### src/rtl/square_f32.sv
// Multi-cycle binary32 squarer: shift-add 24x24 mantissa product, truncating.
// Denormal operands and underflowing results are flushed to zero.
module square_f32 #(
    parameter int WIDTH = 32
) (
    input  logic             clk,
    input  logic             rst,
    input  logic             EN,
    input  logic [WIDTH-1:0] a,
    output logic             rdy,
    output logic [WIDTH-1:0] sq
);

    typedef enum logic [1:0] {
        IDLE,
        MULT,
        NORM,
        DONE
    } state_t;

    localparam logic [31:0] QNAN = 32'h7FC0_0000;
    localparam logic [31:0] PINF = 32'h7F80_0000;

    state_t state, state_n;

    logic [47:0] acc;
    logic [47:0] mcand;
    logic [23:0] mplier;
    logic [4:0]  cnt;
    logic [9:0]  exp_q;
    logic        sgn_q;
    logic [31:0] res;

    logic [7:0]  a_ea;
    logic        a_zero;
    logic        a_nan;
    logic        a_inf;
    logic        a_special;
    logic [31:0] spec_res;
    logic        a_sgn;

    logic        n;
    logic [22:0] frac;
    logic [9:0]  e_n;
    logic [31:0] packed_res;

    assign a_ea      = a[30:23];
    assign a_zero    = (a_ea == 8'd0);
    assign a_nan     = (&a_ea) && (|a[22:0]);
    assign a_inf     = (&a_ea) && !(|a[22:0]);
    assign a_special = a_zero | (&a_ea);

    // Sign of a*a is s^s, i.e. always positive.
    assign a_sgn = a[31] ^ a[31];

    always_comb begin
        spec_res = 32'h0;
        unique case (1'b1)
            a_nan:   spec_res = QNAN;
            a_inf:   spec_res = PINF;
            default: spec_res = 32'h0;
        endcase
    end

    assign n    = acc[47];
    assign frac = n ? acc[46:24] : acc[45:23];
    assign e_n  = exp_q + {9'd0, n};

    always_comb begin
        packed_res = {sgn_q, e_n[7:0], frac};
        if ($signed(e_n) >= $signed(10'd255)) begin
            packed_res = PINF;
        end else if ($signed(e_n) <= $signed(10'd0)) begin
            packed_res = 32'h0;
        end
    end

    always_ff @(posedge clk) begin
        if (rst) begin
            state <= IDLE;
        end else begin
            state <= state_n;
        end
    end

    always_comb begin
        state_n = state;
        unique case (state)
            IDLE: begin
                if (EN) begin
                    state_n = a_special ? DONE : MULT;
                end
            end
            MULT: begin
                if (!EN) begin
                    state_n = IDLE;
                end else if (cnt == 5'd23) begin
                    state_n = NORM;
                end
            end
            NORM: begin
                state_n = EN ? DONE : IDLE;
            end
            DONE: begin
                if (!EN) begin
                    state_n = IDLE;
                end
            end
            default: state_n = IDLE;
        endcase
    end

    always_ff @(posedge clk) begin
        if (rst) begin
            acc    <= '0;
            mcand  <= '0;
            mplier <= '0;
            cnt    <= '0;
            exp_q  <= '0;
            sgn_q  <= 1'b0;
            res    <= '0;
        end else begin
            unique case (state)
                IDLE: begin
                    if (EN) begin
                        acc    <= '0;
                        mcand  <= {24'd0, 1'b1, a[22:0]};
                        mplier <= {1'b1, a[22:0]};
                        cnt    <= '0;
                        exp_q  <= {1'b0, a_ea, 1'b0} - 10'd127;
                        sgn_q  <= a_sgn;
                        res    <= spec_res;
                    end
                end
                MULT: begin
                    if (mplier[0]) begin
                        acc <= acc + mcand;
                    end
                    mcand  <= mcand << 1;
                    mplier <= mplier >> 1;
                    cnt    <= cnt + 5'd1;
                end
                NORM: begin
                    res <= packed_res;
                end
                default: begin
                end
            endcase
        end
    end

    // Registered outputs trail DONE by one edge but drop with it.
    always_ff @(posedge clk) begin
        if (rst) begin
            rdy <= 1'b0;
            sq  <= '0;
        end else if (state == DONE && EN) begin
            rdy <= 1'b1;
            sq  <= res;
        end else begin
            rdy <= 1'b0;
            sq  <= '0;
        end
    end

endmodule

### config.mk
export PLATFORM = sky130hd
export DESIGN_NAME = square_f32
export DESIGN_NICKNAME = d
export VERILOG_FILES = /design/src/rtl/square_f32.sv
export SDC_FILE = /design/constraint.sdc
export NUM_CORES = 1
export LEC_CHECK = 0
export ABC_CLOCK_PERIOD_IN_PS = 7200
export BUFFER_PORTS_ARGS = -buffer_cell sky130_fd_sc_hd__buf_2
export CORE_ASPECT_RATIO = 0.7
export CORE_MARGIN = 5
export CORE_UTILIZATION = 40
export DETAILED_ROUTE_END_ITERATION = 12
export PLACE_DENSITY = 0.58
export SYNTH_ARGS = -nofsm -noshare
export SYNTH_HDL_FRONTEND = slang
export SYNTH_SLANG_ARGS = --single-unit
### constraint.sdc
create_clock -name clk -period 7.2 [get_ports clk]
set_input_delay 1.44 -clock clk [delete_from_list [all_inputs] [get_ports clk]]
set_output_delay 1.44 -clock clk [all_outputs]
set_load 0.01 [all_outputs]
# Word level (Yosys, flattened, before mapping)
# Cells that the tools add are included.
[totals]
latch_bits = 0
n_memories = 0
ff_bits = 202
word_cells = 64
romBits = 0
ramBits = 0
[classes]
addsub = 4
n_mul = 0
n_div = 0
order_cmp = 2
n_reduce_logical = 16
shifts = 0
n_bitwise = 2
mux = 23
n_eq_ne = 8
[op_table]
columns = ["cell", "count"]
rows = [
  ["one-hot mux 48 bit (2 select lines)", 2],
  ["2-to-1 mux 48 bit", 3],
  ["2-to-1 mux 32 bit", 2],
  ["one-hot mux 32 bit (2 select lines)", 1],
  ["one-hot mux 31 bit (2 select lines)", 1],
  ["adder 48 bit", 1],
  ["one-hot mux 24 bit (2 select lines)", 1],
  ["2-to-1 mux 31 bit", 1],
  ["2-to-1 mux 24 bit", 1],
  ["2-to-1 mux 23 bit", 1],
  ["OR reduction 23 bit", 1],
  ["2-to-1 mux 2 bit", 6],
  ["adder 10 x 1 -> 10 bit", 1],
  [">= comparator 10 x 9 -> 1 bit, second input constant", 1],
  ["<= comparator 10 x 1 -> 1 bit, second input constant", 1],
  ["one-hot mux 5 bit (2 select lines)", 1],
  ["subtractor 9 x 7 -> 10 bit, second input constant", 1],
  ["logical NOT 8 bit", 1],
  ["one-hot mux 2 bit (4 select lines)", 1],
  ["AND reduction 8 bit", 1],
  ["inequality test 2 bit, second input constant", 3],
  ["AND reduction 2 bit", 3],
  ["AND reduction 3 bit", 2],
  ["adder 5 x 1 -> 5 bit, second input constant", 1],
  ["13 further kinds", 17],
]

# Logic depth before layout (Yosys ltp)
[logic_depth]
depth_word = 6
mapped_depth = 13

# Worst setup path before layout
# No wires, ideal clock.
[synth_path]
kind = "flip-flop to flip-flop"
startpoint = "reg mcand[0]"
endpoint = "reg acc[28]"
slack_ns = 4.352
path_buffers = 0
path_stages_with_launch = 13
t_required_ns = 7.083
arrival_ns = 2.731
path_cell_list = "dfxtp_1 > ha_1 > fa_1 > a21o_1 > a221oi_2 > nor4_2 > a211oi_1 > o31a_1 > o41a_1 > or3b_1 > a31oi_1 > xor2_1 > a22o_1"
[synth_via]
elab_chain_len = 3
[synth_lines]
columns = ["item", "line_no", "rtl"]
rows = [
  ["start, declared", "27", "logic [47:0] mcand;"],
  ["start signal, assigned", "127", "mcand <= {24'd0, 1'b1, a[22:0]};"],
  ["start signal, assigned", "139", "mcand <= mcand << 1;"],
  ["adder 48 bit", "137", "acc <= acc + mcand;"],
  ["2-to-1 mux 48 bit", "136", "if (mplier[0]) begin"],
  ["one-hot mux 48 bit (2 select lines)", "123", "unique case (state)"],
  ["end signal, assigned", "137", ""],
  ["end, declared", "26", "logic [47:0] acc;"],
]
# Every way passes these cells. The select of a mux whose other input is x is not followed.
# A chain may end at the register's enable or synchronous reset.

# Worst setup path in the final report
[layout_path]
startpoint = "reg mcand[0]"
endpoint = "reg acc[40]"
# The elaborated chain is that of the path after synthesis.

==> metrics <==
status=finished clean; total gr overflow=0; vias in the first global route=between 8k and 9k; Die Wd=around 200 µm; largest net degree at the start of global routing=78; die area=about 28,000 µm²; setup_tns=0 ns; CP Launch Type=flop; CP max FO=4; DR vias/cell=5.43; CTS tree=built; cts repair resizes=0; minimum clock period=~3.4 ns; CTS Root Cell=clkbuf_16; ys async rst share=0; Max-Slew Margin vs Limit=0.275; # fillers=2,488; layout cells sized above 1=0.112; Worst Path Required=between 7 and 8 ns; Worst R2R Start=mcand[0]$_SDFFE_PP0P_; Core Region=about 25,000 µm²; RSZ-0062 raised after global routing=no; critical path type=reg2reg; Placer Congestion=0.856; count of flip-flops with a built-in enable after synthesis=0; ANT nets after route=0; proportion of synthesized chip area in sequential cells=0.398; worst hold stages=1; First-pass DRT Iterations=5; number of distinct library cells after synthesis=between 60 and 70; Residual DRC=0; Clock Sinks=200; Leakage=about 4.5 nW; CP Data Arrival Time=3.70 ns; final setup vio count=0; Mapped Nets=around 1.3k; clk buf depth=2; Avg Cell Area, Syn=around 8.1 µm²; Die Ht=approximately 140 µm; initial antenna violation count=1; wire per inst=around 16 µm; hold_ws=roughly 0.46 ns; wirelength, routed=~25 mm; Max Clock Skew=roughly 0.017 ns; Post-Syn Area=approximately 10,000 µm²; H-tree levels=4; row cnt=48; Setup crit start=mcand[0]$_SDFFE_PP0P_; Reg2Reg Depth=12; max-slew violations=0; global-route wire length before repair=just over 40 mm; power per cell area=~200 nW/µm²; Area Growth Syn to Fin=11.6%; Max rail drop VDD=about 0.00016 V; maxcap violations=0; total vias in the final route=8,667; DPL Wire Length=about 18 mm; gate count of the mapped netlist=roughly 1.2k; input/output buffers=65; I/O pin cnt=approximately 70; most common cell after layout, fill and taps aside=nand2_1; All-Layer GR Usage=0.176; register area=between 4000 and 5000 µm²; Final Hold Vio Count=0; clk slew on worst S/H paths=around 0.080 ns; Hold Crit Class=reg2reg; area of the multi-input gates=about 5800 µm²; most frequent cells in the layout=nand2_1 (226), dfxtp_1 (200), nor2_1 (97), a21oi_1 (89), buf_2 (64); Yosys Warn Count=0; measured slew at the worst slew-check pin=between 1 and 1.5 ns; n_diodes=0; register bit count reported by yosys=200; HP Start=res[8]$_SDFFE_PP0P_; Post-CTS Setup Bufs=0; Skew-Pair Late Insertion Delay=approximately 0.44 ns; initial core utilization=0.408; f_max=around 290 MHz; Crit. End Element=flop; Hold Buf Count CTS=0; fin nets=1,348; Most used DFF post-synth=dfxtp_1; DR iter-0 viols=between 500 and 600; Tcrit/Tclk final=0.473; CTS Buf Count=17
## power breakdown
part / switching (mW) / leakage (nW) / internal [mW] / total [mW]
Clock: 0.467 / 0.288 / 0.504 / 0.971
Sequential: 0.0230 / 1.62 / 1.13 / 1.15
Combinational: 0.111 / 2.61 / 0.0500 / 0.161
## cells in the mapped netlist, types with 32 or more instances
| cell type | count | area [µm²] |
|---|---|---|
| a21oi_1 | 89 | 445 |
| a22oi_1 | 55 | 413 |
| a31oi_1 | 52 | 325 |
| and2_1 | 36 | 225 |
| clkbuf_1 | 63 | 236 |
| dfxtp_1 | 200 | 4000 |
| ha_1 | 53 | 663 |
| nand2_1 | 226 | 848 |
| nand3_1 | 38 | 190 |
| nor2_1 | 99 | 372 |
| o21ai_0 | 48 | 240 |
| xnor2_1 | 32 | 280 |
## sequential cells by signal (all words and copies together), names as in the netlist
signal  cells
mcand      48
state       2
cnt         5
rdy         1
res        31
acc        48
exp_q      10
sq         31
mplier     24
## worst max-delay path: stages (launching register included)
cell and delay, ns:
dfxtp_1 0.34, ha_1 0.22, fa_1 0.42, a21o_1 0.21, a221oi_2 0.43, o21a_1 0.26, o21ai_0 0.16, a211oi_1 0.38
nand2_1 0.14, and3_1 0.26, a31oi_1 0.22, xor2_1 0.15, o21ai_0 0.08
## kinds of logic (layout without fill, tap and decap cells)
family	Yosys count	after routing	share of synthesized area
AOI/OAI and AO/OA	330	330	0.209
xor gates and xnor gates	55	55	0.0479
adders and majority gates	54	54	0.0679
buffers and inverters	88	123	0.0332
DFF	200	200	0.398
muxes	26	26	0.0287
other	1	1	0.000373
and+or+nand+nor	483	483	0.215
## stage by stage
stage               instance area, µm²  utilization  std cells  worst slack (ns)  power [mW]
floorplan                        10100            -       1237              4.35        1.28
global placement                 10600        0.431       1565              3.76        1.34
detailed placement               10600        0.431       1565              3.79        1.34
CTS                              11200        0.455       1597              3.77        2.31
global route                     11200        0.455       1597              3.57        2.38
finish                           11200        0.455       1597              3.79        2.28
## path summary, 6_finish.rpt
check                               to  slack, ns
hold / removal        sq[8]$_SDFF_PP0_       0.46
setup / recovery  acc[40]$_SDFFE_PP0P_       3.79
setup reg to reg  acc[40]$_SDFFE_PP0P_       3.79
hold reg to reg       sq[8]$_SDFF_PP0_       0.46
## routing by layer
metal	wire length, µm	up-vias	GRT usage
li1	-	4429	-
met1	13700	4058	0.279
met2	10100	166	0.245
met3	1080	12	0.0356
met4	165	2	0.0386
met5	13	-	0
## final cells by class
cell class,instances,share of cell area
repair buffers,76,0.0365
multi-input cells,949,0.513
flip-flops and latches,200,0.357
clock buffers,18,0.0391
well taps,325,0.0362
inverters,15,0.00501
clock inverters,14,0.0140
No activity file was read; power rests on OpenSTA's default activity.
